$ cat config.mk
export PLATFORM = sky130hd
export DESIGN_NAME = alu_operand_stage
export DESIGN_NICKNAME = d
export VERILOG_FILES = /design/src/rtl/alu_operand_stage_pkg.sv /design/src/rtl/alu_op_decode.sv /design/src/rtl/alu_operand_stage.sv
export SDC_FILE = /design/constraint.sdc
export NUM_CORES = 1
export LEC_CHECK = 0
export ABC_CLOCK_PERIOD_IN_PS = 1400
export BUFFER_PORTS_ARGS = -buffer_cell sky130_fd_sc_hd__buf_2
export CORE_MARGIN = 3
export CORE_UTILIZATION = 49
export CTS_BUF_LIST = sky130_fd_sc_hd__clkbuf_4 sky130_fd_sc_hd__clkbuf_8
export CTS_CLUSTER_SIZE = 24
export DETAILED_ROUTE_END_ITERATION = 10
export PLACE_DENSITY = 0.77
export SLEW_MARGIN = 20
export SYNTH_ARGS = -nofsm -noshare
export SYNTH_HDL_FRONTEND = slang
export SYNTH_SLANG_ARGS = --single-unit
$ cat constraint.sdc
create_clock -name clk -period 1.4 [get_ports clk]
set_input_delay 0.14 -clock clk [delete_from_list [all_inputs] [get_ports clk]]
set_output_delay 0.14 -clock clk [all_outputs]
set_load 0.005 [all_outputs]
$ cat src/rtl/alu_operand_stage_pkg.sv
// -----------------------------------------------------------------------------
// alu_operand_stage_pkg
//   Shared definitions for the ALU operand stage:
//     - RV32I opcode constants for the four decoded major opcodes
//     - funct7 values that select SUB / SRA
//     - alu_bundle_t : the operand bundle handed to the ALU
//     - fwd_meta_t   : source-register bookkeeping used by write-back
//                      forwarding (only stored when ALU_OPFWD_EN is defined)
//     - apply_fwd()  : replaces register operands with write-back data
// -----------------------------------------------------------------------------
package alu_operand_stage_pkg;

    localparam logic [6:0] OPC_OP     = 7'b0110011;
    localparam logic [6:0] OPC_OPIMM  = 7'b0010011;
    localparam logic [6:0] OPC_LUI    = 7'b0110111;
    localparam logic [6:0] OPC_AUIPC  = 7'b0010111;

    localparam logic [6:0] FUNCT7_SUB = 7'b0100000;
    localparam logic [6:0] FUNCT7_SRA = 7'b0100000;

    typedef struct packed {
        logic [31:0] in1;
        logic [31:0] in2;
        logic        is_imm;
        logic [2:0]  funct3;
        logic [6:0]  funct7;
        logic [31:0] pc;
        logic [4:0]  rd;
        logic        rd_we;
        logic        illegal;
    } alu_bundle_t;

    // use_rs1/use_rs2 are set only when the operand really is a register
    // value, so immediates, LUI/AUIPC in1 and illegal entries never forward.
    typedef struct packed {
        logic [4:0] rs1;
        logic [4:0] rs2;
        logic       use_rs1;
        logic       use_rs2;
    } fwd_meta_t;

    function automatic alu_bundle_t apply_fwd(
        input alu_bundle_t b,
        input fwd_meta_t   m,
        input logic        wb_valid,
        input logic [4:0]  wb_rd,
        input logic [31:0] wb_data
    );
        alu_bundle_t r;
        r = b;
        if (wb_valid && (wb_rd != 5'd0)) begin
            if (m.use_rs1 && (m.rs1 == wb_rd)) r.in1 = wb_data;
            if (m.use_rs2 && (m.rs2 == wb_rd)) r.in2 = wb_data;
        end
        return r;
    endfunction

endpackage

$ cat src/rtl/alu_op_decode.sv
// -----------------------------------------------------------------------------
// alu_op_decode
//   Purely combinational decode of one RV32I instruction into the ALU operand
//   bundle. Handles OP, OP-IMM, LUI and AUIPC; everything else is flagged
//   illegal. Illegal entries carry zeroed operands/functs and rd_we=0, but
//   still report pc and rd.
//
// Ports
//   instr_i   [31:0]  instruction word
//   pc_i      [31:0]  instruction address (AUIPC operand 1)
//   rs1_i     [31:0]  register-file value of instr[19:15]
//   rs2_i     [31:0]  register-file value of instr[24:20]
//   bundle_o          decoded alu_bundle_t
//   meta_o            source indices + "operand is a register" flags
// -----------------------------------------------------------------------------
module alu_op_decode
    import alu_operand_stage_pkg::*;
(
    input  logic [31:0] instr_i,
    input  logic [31:0] pc_i,
    input  logic [31:0] rs1_i,
    input  logic [31:0] rs2_i,
    output alu_bundle_t bundle_o,
    output fwd_meta_t   meta_o
);

    logic [6:0] opcode;
    logic [2:0] f3;
    logic [6:0] f7;
    logic       illegal;

    assign opcode = instr_i[6:0];
    assign f3     = instr_i[14:12];
    assign f7     = instr_i[31:25];

    always_comb begin
        // NOTE: every output gets a default before the case so no path can
        // leave a value unassigned and infer a latch.
        bundle_o     = '0;
        meta_o       = '0;
        illegal      = 1'b0;
        bundle_o.pc  = pc_i;
        bundle_o.rd  = instr_i[11:7];
        meta_o.rs1   = instr_i[19:15];
        meta_o.rs2   = instr_i[24:20];

        case (opcode)
            OPC_OP: begin
                bundle_o.in1    = rs1_i;
                bundle_o.in2    = rs2_i;
                bundle_o.funct3 = f3;
                bundle_o.funct7 = f7;
                meta_o.use_rs1  = 1'b1;
                meta_o.use_rs2  = 1'b1;
                // The alternate funct7 only exists for SUB (000) and SRA (101).
                if (f7 == FUNCT7_SUB) illegal = !((f3 == 3'b000) || (f3 == 3'b101));
                else                  illegal = (f7 != 7'h00);
            end
            OPC_OPIMM: begin
                bundle_o.in1    = rs1_i;
                bundle_o.in2    = {{20{instr_i[31]}}, instr_i[31:20]};
                bundle_o.is_imm = 1'b1;
                bundle_o.funct3 = f3;
                meta_o.use_rs1  = 1'b1;
                // Shifts reuse imm[11:5] as funct7; other ops treat it as
                // part of the immediate.
                if (f3 == 3'b001) begin
                    bundle_o.funct7 = f7;
                    illegal         = (f7 != 7'h00);
                end else if (f3 == 3'b101) begin
                    bundle_o.funct7 = f7;
                    illegal         = !((f7 == 7'h00) || (f7 == FUNCT7_SRA));
                end
            end
            OPC_LUI: begin
                bundle_o.in2    = {instr_i[31:12], 12'b0};
                bundle_o.is_imm = 1'b1;
            end
            OPC_AUIPC: begin
                bundle_o.in1    = pc_i;
                bundle_o.in2    = {instr_i[31:12], 12'b0};
                bundle_o.is_imm = 1'b1;
            end
            default: illegal = 1'b1;
        endcase

        if (illegal) begin
            bundle_o.in1    = '0;
            bundle_o.in2    = '0;
            bundle_o.is_imm = 1'b0;
            bundle_o.funct3 = '0;
            bundle_o.funct7 = '0;
            meta_o.use_rs1  = 1'b0;
            meta_o.use_rs2  = 1'b0;
        end
        bundle_o.illegal = illegal;
        bundle_o.rd_we   = !illegal && (instr_i[11:7] != 5'd0);
    end

endmodule

$ cat src/rtl/alu_operand_stage.sv
// -----------------------------------------------------------------------------
// alu_operand_stage
//   Pipeline stage in front of the ALU. Decodes one instruction per cycle,
//   registers the operand bundle and presents it downstream. A skid entry
//   behind the output register keeps full throughput under backpressure;
//   in_ready is registered (= skid entry empty), out_valid is registered.
//
// Configuration
//   ALU_OPFWD_EN  defined   : write-back forwarding into the captured entry
//                             and into both held entries, every cycle.
//                 undefined : wb_* inputs are ignored, no index storage.
//
// Ports
//   clk, rst                 clock, synchronous active-high reset
//   in_valid/in_ready        upstream handshake
//   in_instr, in_pc          instruction word and address
//   in_rs1_val, in_rs2_val   register-file read values
//   out_valid/out_ready      downstream handshake
//   out_in1, out_in2         ALU operands
//   out_is_imm               in2 is an immediate
//   out_funct3, out_funct7   ALU operation select / modifier
//   out_pc, out_rd, out_rd_we, out_illegal
//   wb_valid, wb_rd, wb_data write-back port (forwarding source)
//
// XLEN is fixed at 32; the decoder is RV32I only.
// -----------------------------------------------------------------------------
module alu_operand_stage
    import alu_operand_stage_pkg::*;
#(
    parameter int               XLEN     = 32,
    parameter logic [XLEN-1:0]  RESET_PC = '0
) (
    input  logic            clk,
    input  logic            rst,
    input  logic            in_valid,
    output logic            in_ready,
    input  logic [31:0]     in_instr,
    input  logic [XLEN-1:0] in_pc,
    input  logic [XLEN-1:0] in_rs1_val,
    input  logic [XLEN-1:0] in_rs2_val,
    output logic            out_valid,
    input  logic            out_ready,
    output logic [XLEN-1:0] out_in1,
    output logic [XLEN-1:0] out_in2,
    output logic            out_is_imm,
    output logic [2:0]      out_funct3,
    output logic [6:0]      out_funct7,
    output logic [XLEN-1:0] out_pc,
    output logic [4:0]      out_rd,
    output logic            out_rd_we,
    output logic            out_illegal,
    input  logic            wb_valid,
    input  logic [4:0]      wb_rd,
    input  logic [XLEN-1:0] wb_data
);

    alu_bundle_t dec_b, cap_b, out_hold, skid_hold;
    alu_bundle_t out_q, out_d, skid_q, skid_d;
    fwd_meta_t   dec_meta;
    logic        out_valid_q, out_valid_d, skid_valid_q, skid_valid_d;
    logic        in_fire;

    alu_op_decode u_decode (
        .instr_i  (in_instr),
        .pc_i     (in_pc),
        .rs1_i    (in_rs1_val),
        .rs2_i    (in_rs2_val),
        .bundle_o (dec_b),
        .meta_o   (dec_meta)
    );

`ifdef ALU_OPFWD_EN
    fwd_meta_t out_meta_q, out_meta_d, skid_meta_q, skid_meta_d;

    assign cap_b     = apply_fwd(dec_b,  dec_meta,    wb_valid, wb_rd, wb_data);
    assign out_hold  = apply_fwd(out_q,  out_meta_q,  wb_valid, wb_rd, wb_data);
    assign skid_hold = apply_fwd(skid_q, skid_meta_q, wb_valid, wb_rd, wb_data);
`else
    logic unused_fwd;

    assign cap_b      = dec_b;
    assign out_hold   = out_q;
    assign skid_hold  = skid_q;
    assign unused_fwd = ^{dec_meta, wb_valid, wb_rd, wb_data};
`endif

    assign in_fire = in_valid && in_ready;

    always_comb begin
        out_d        = out_hold;
        out_valid_d  = out_valid_q;
        skid_d       = skid_hold;
        skid_valid_d = skid_valid_q;
`ifdef ALU_OPFWD_EN
        out_meta_d   = out_meta_q;
        skid_meta_d  = skid_meta_q;
`endif
        if (!out_valid_q || out_ready) begin
            // Output register frees up this cycle. in_ready is low whenever
            // the skid entry is full, so a skid refill and a new capture can
            // never coincide.
            if (skid_valid_q) begin
                out_d        = skid_hold;
                out_valid_d  = 1'b1;
                skid_valid_d = 1'b0;
`ifdef ALU_OPFWD_EN
                out_meta_d   = skid_meta_q;
`endif
            end else if (in_fire) begin
                out_d       = cap_b;
                out_valid_d = 1'b1;
`ifdef ALU_OPFWD_EN
                out_meta_d  = dec_meta;
`endif
            end else begin
                out_valid_d = 1'b0;
            end
        end else if (in_fire) begin
            skid_d       = cap_b;
            skid_valid_d = 1'b1;
`ifdef ALU_OPFWD_EN
            skid_meta_d  = dec_meta;
`endif
        end
    end

    always_ff @(posedge clk) begin
        // NOTE: state updates use non-blocking assignments so every register
        // samples the pre-edge values regardless of statement order.
        if (rst) begin
            // NOTE: the data registers are reset as well, not just the valid
            // bits, so out_* read as zeros (pc as RESET_PC) after reset.
            out_valid_q  <= 1'b0;
            skid_valid_q <= 1'b0;
            out_q        <= '0;
            out_q.pc     <= RESET_PC;
            skid_q       <= '0;
`ifdef ALU_OPFWD_EN
            out_meta_q   <= '0;
            skid_meta_q  <= '0;
`endif
        end else begin
            out_valid_q  <= out_valid_d;
            skid_valid_q <= skid_valid_d;
            out_q        <= out_d;
            skid_q       <= skid_d;
`ifdef ALU_OPFWD_EN
            out_meta_q   <= out_meta_d;
            skid_meta_q  <= skid_meta_d;
`endif
        end
    end

    assign in_ready    = !skid_valid_q;
    assign out_valid   = out_valid_q;
    assign out_in1     = out_q.in1;
    assign out_in2     = out_q.in2;
    assign out_is_imm  = out_q.is_imm;
    assign out_funct3  = out_q.funct3;
    assign out_funct7  = out_q.funct7;
    assign out_pc      = out_q.pc;
    assign out_rd      = out_q.rd;
    assign out_rd_we   = out_q.rd_we;
    assign out_illegal = out_q.illegal;

endmodule

Yosys cells after proc, flatten, opt, wreduce, memory -nomap -nowiden

Index checks and enable logic that the tools add are counted.

Register bits after elaboration: 230
Bits of input ports: 170
Output and inout bits: 116
Logic and storage cells: 64

Equal/unequal tests: 7
Multiplexer cells: 15
Bitwise logic cells: 1
Reductions and logical operators: 21

Operators by type and width:

| operator                                                         | number |
|---|---|
| 114-bit 2-to-1 mux                                               | 2 |
| 32-bit one-hot mux with 3 select lines                           | 1 |
| 75-bit 2-to-1 mux                                                | 1 |
| 32-bit one-hot mux with 2 select lines                           | 1 |
| 7-bit by 6-bit == test with 1-bit output (second input constant) | 3 |
| 10-bit one-hot mux with 2 select lines                           | 1 |
| 7-bit by 5-bit == test with 1-bit output (second input constant) | 2 |
| 7-bit 2-to-1 mux                                                 | 2 |
| 7-bit logical NOT                                                | 1 |
| 7-bit nonzero test                                               | 1 |
| 1-bit 2-to-1 mux                                                 | 6 |
| 2-bit OR reduction                                               | 3 |
| 1-bit logical NOT                                                | 5 |
| 5-bit nonzero test                                               | 1 |
| 2-bit AND reduction                                              | 2 |
| 3-bit by 1-bit == test with 1-bit output (second input constant) | 1 |
| 3-bit == test (second input constant)                            | 1 |
| 3-bit logical NOT                                                | 1 |
| 1-bit logical OR                                                 | 3 |
| 1-bit one-hot mux with 3 select lines                            | 1 |
| 3-bit OR reduction                                               | 1 |
| 1-bit logical AND                                                | 2 |
| 2-bit nonzero test                                               | 1 |
| 1-bit inverter                                                   | 1 |

Longest topological paths before layout

Depth after elaboration: 10
Gate-level depth with buffers: 8
Gate-level depth less buffers: 5

Modules after synthesis

A second synthesis with hierarchy kept.

Cell total of the unflattened synthesis: 1276
Area total of the unflattened synthesis: 11227.0 µm²

Modules (own cells, without submodules):

| module            | instances | cells an instance | area an instance (µm²) | sequential area each (µm²) |
|---|---|---|---|---|
| alu_operand_stage | 1         | 1027              | 9455.3                 | 4604.4 |
| alu_op_decode     | 1         | 249               | 1771.7                 | 0.0 |

Worst setup path before layout

Ideal clock, no wire load.

Path type: reg2reg
From: register out_valid_q, in the netlist out_valid
To: register out_q, in the netlist out_in2[31]
Setup time: 101 ps
Arrival time: 1475 ps
Data required time: 1299 ps
Setup slack: -176 ps
Stages on the path, launching flop included: 9
Path buffers: 3
Clock period less this slack: 1576 ps
Cell sequence: dfxtp_1 > nand2b_1 > buf_2 > o21a_1 > buf_2 > buf_2 > nor2_1 > or3_1 > o41ai_1

Cells in the longest elaborated chain, start to end: 3

RTL lines:

| what                                 | RTL line                 | source |
|---|---|---|
| start: declaration                   | alu_operand_stage.sv:60  | `logic out_valid_q, out_valid_d, skid_valid_q, skid_valid_d;` |
| start signal: assignment             | alu_operand_stage.sv:143 | `out_valid_q <= out_valid_d;` |
| 1-bit logical NOT                    | alu_operand_stage.sv:98  | `if (!out_valid_q \|\| out_ready) begin` |
| 1-bit logical OR                     | alu_operand_stage.sv:98  |  |
| 2-bit AND reduction (no source line) | -                        |  |
| end signal: assignment               | alu_operand_stage.sv:145 | `out_q <= out_d;` |
| end: declaration                     | alu_operand_stage.sv:58  | `alu_bundle_t out_q, out_d, skid_q, skid_d;` |

No other way between the ends.
A chain may end at the register's enable or synchronous reset.

Final worst setup path

From: register out_valid_q, in the netlist out_valid
To: register out_q, in the netlist out_in2[14]

The elaborated chain is that of the path after synthesis.

==> results.json <==
{
  "status": "complete, but fails checks",
  "violations": "setup timing",
  "grt_pass1_vias": 10491,
  "cp-start-kind": "register",
  "grt.busiest_layer": "met2",
  "drt-pass1-iter-count": 5,
  "dieArea_mm2": 0.0224,
  "async_flop_share_pct": 0,
  "grt.overflow.total": 0,
  "grt_max_degree": 64,
  "setup_tns_ps": -14040,
  "drive_gt1_share_pct": 36.4,
  "root_buffer": "clkbuf_8",
  "die_y_um": 150,
  "max_freq_mhz": 644,
  "p_leak_nw": 5.93,
  "cts_tree": "yes",
  "vias": 11061,
  "finalCritPeriodShare_pct": 111,
  "arrival_ps": 1970,
  "holdPathStages": 4,
  "syn_inst": 1229,
  "powerDensity_mw_per_mm2": 1070,
  "grt_antenna_before_repair": 1,
  "wl_per_cell_um": 19.7,
  "drcViolationCount": 0,
  "met3_usage_pct": 6.36,
  "start_util_pct": 50.9,
  "clk_pin_slew_ps": 60,
  "fin_nets": 1740,
  "die_w_um": 150,
  "rsz0062_at_grt": "yes",
  "hpwl_mm": 21.5,
  "fin_crit_ps": 1550,
  "drt_iter0_drc": 755,
  "min_path_type": "input port to register",
  "synthesis.nets": 1399,
  "switchingPower_mw": 4.02,
  "drv_slew": 0,
  "peakVddDrop_v": 0.000651,
  "required_ps": 1820,
  "crit_family": "simple AND/OR/NAND/NOR gates",
  "internal_power_mw": 11.7,
  "grt_pass1_wl_mm": 53.3,
  "port_buffers": 247,
  "clk_latency_ps": 550,
  "cp_slowest_cell": "dfxtp_2",
  "slew_headroom_pct": 62.4,
  "cpPeakStageDelay_ps": 330,
  "clockBufferDepth": 3,
  "path_buf_inv": 2,
  "p_sw_share_pct": 25.6,
  "synth-seq-cells": 230,
  "seqPwrFrac_pct": 43.7,
  "drv_cap": 0,
  "viasPerCell": 5.93,
  "yosys_warnings": 0,
  "std_cell_rows": 51,
  "final_cell_area_mm2": 0.0147,
  "pwr-share-comb_pct": 13.9,
  "synth-edff-count": 0,
  "reg2regPathDepth": 7,
  "grtUsageTotal_pct": 29.1,
  "crit_chain": "nand2b_4 > buf_4 > nand3_4 > nor2_4 > nand3_2 > buf_6 > o31ai_1",
  "endpoint_kind": "register",
  "cts-buffers-inserted": 41,
  "drt-total-wl_mm": 36.8,
  "core_region_area_mm2": 0.0198,
  "ant_nets": 0,
  "yosys_most_used_dff": "dfxtp_1",
  "routabilityCongestion": 0.883,
  "yosysSeqAreaShare_pct": 45.6,
  "hold_viol": 0,
  "setup_ws_ps": -153,
  "clock_sinks": 230,
  "netlist_area_mm2": 0.0101,
  "worst_pin_slew_ps": 564,
  "ys_types": 45,
  "grt_util_met2_pct": 48.7,
  "clkPwrFrac_pct": 42.4,
  "syn2layout_area_growth_pct": 45.6,
  "worstPathMaxFanout": 14,
  "setup_viol": 184,
  "num_io_pins": 286,
  "place_area_mm2": 0.0122,
  "grt_util_met1_pct": 36.8,
  "critical_path_class": "register to register",
  "crit_cells": 7,
  "synth_area_per_cell_um2": 8.21,
  "antennaDiodeCount": 0,
  "clock-skew-final_ps": 29.2,
  "htreeDepth": 2
}
==> state kept, by name, indices dropped and copies added, names as in the netlist, 3 cells and up <==
register	flops
out_funct3	3
out_funct7	7
out_in1	32
out_in2	32
out_pc	32
out_rd	5
skid_hold	114
==> power groups by stage <==
stage,clock network [mW],logic [mW],registers [mW]
CTS,6.72,1.93,6.84
global route,7.00,2.34,6.88
finish,6.66,2.18,6.86
detailed placement,0,1.70,6.98
global placement,0,1.67,6.98
floorplan,0,0.868,6.99
==> path summary, 6_finish.rpt <==
path,end,start,slack (ps)
setup / recovery,out_in2[14],out_valid,-150
hold / removal,skid_valid_q,out_ready,30
setup reg to reg,out_in2[14],out_valid,-150
hold reg to reg,skid_hold[35],skid_hold[35],450
==> what timing repair did <==
action,4_1_cts,5_1_grt
resized for setup,84,126
endpoints found under the setup margin,206,229
hold buffers,43,0
buffers inserted,9,7
pin swaps,17,56
cloned,6,12
hold endpoints to repair,75,0
==> synthesized netlist by cell type (all sizes together), types with 33 or more instances <==
master	instances	area share (%)
dfxtp	230	46
nand2	181	6.7
a21oi	122	6.0
clkbuf	94	3.5
nor2	84	3.1
a211oi	56	4.2
o21ai	52	2.6
nand3	42	2.1
nand4	40	2.5
mux2i	38	3.8
a22o	37	3.2
nand2b	34	2.1
a31oi	33	2.0
buf	33	1.8
nand3b	33	2.5
==> logic make-up (layout without fill, tap and decap cells) <==
kind of cell,Yosys count,in the layout,synth area share (%)
multiplexers,38,38,3.77
flip-flops,230,230,45.6
buffers and inverters,141,511,5.85
AO/OA/AOI/OAI,353,353,22.3
AND/OR/NAND/NOR,467,468,22.5
==> layer usage <==
metal,share of wire [%],wire (µm)
met5,0.035,13
met4,3.6,1320
met3,9.4,3450
met1,39,14200
met2,48,17800
==> per-stage QoR <==
stage	worst slack [ps]	util [%]	hold slack, ps	std cells	power [mW]
6_report	-153	74.1	26.6	1865	15.7
5_1_grt	-225	74.1	35.1	1865	16.2
4_1_cts	-93.1	70.1	3.98	1847	15.5
3_5_place_dp	-251	61.4	409	1718	8.67
3_3_place_gp	-194	61.4	399	1718	8.64
2_1_floorplan	-55.5	-	265	1229	7.85
==> area by class of cell <==
type                       instances  area [µm²]
sequential                       230        4610
inverter                          14        55.1
clock inverter                     3        42.5
multi-input combinational        859        5490
clock buffer                      70         838
timing repair buffer             424        3340
fill                            1385        5150
tap                              265         332
==> worst reg2reg max path, cell delays in order, from the launching register on <==
cell and delay, ps:
dfxtp_2 330, nand2b_4 90, buf_4 130, nand3_4 90, nor2_4 150, nand3_2 150, buf_6 200, o31ai_1 280
==> placed cells by master, fill, tap and decap left out, drive strengths merged, types with 7 or more instances in the layout <==
| cell type | n |
|---|---|
| nand3 | 42 |
| buf | 370 |
| dlygate4sd3 | 43 |
| nand3b | 33 |
| mux2i | 38 |
| a31oi | 33 |
| or3 | 32 |
| inv | 14 |
| nand2 | 181 |
| a211o | 13 |
| a211oi | 56 |
| nand2b | 34 |
| o31ai | 30 |
| and2 | 7 |
| a21oi | 122 |
| dfxtp | 230 |
| clkbuf | 81 |
| o21ai | 52 |
| nor2 | 85 |
| a22o | 37 |
| nand4 | 40 |
No activity file was read; power rests on OpenSTA's default activity.
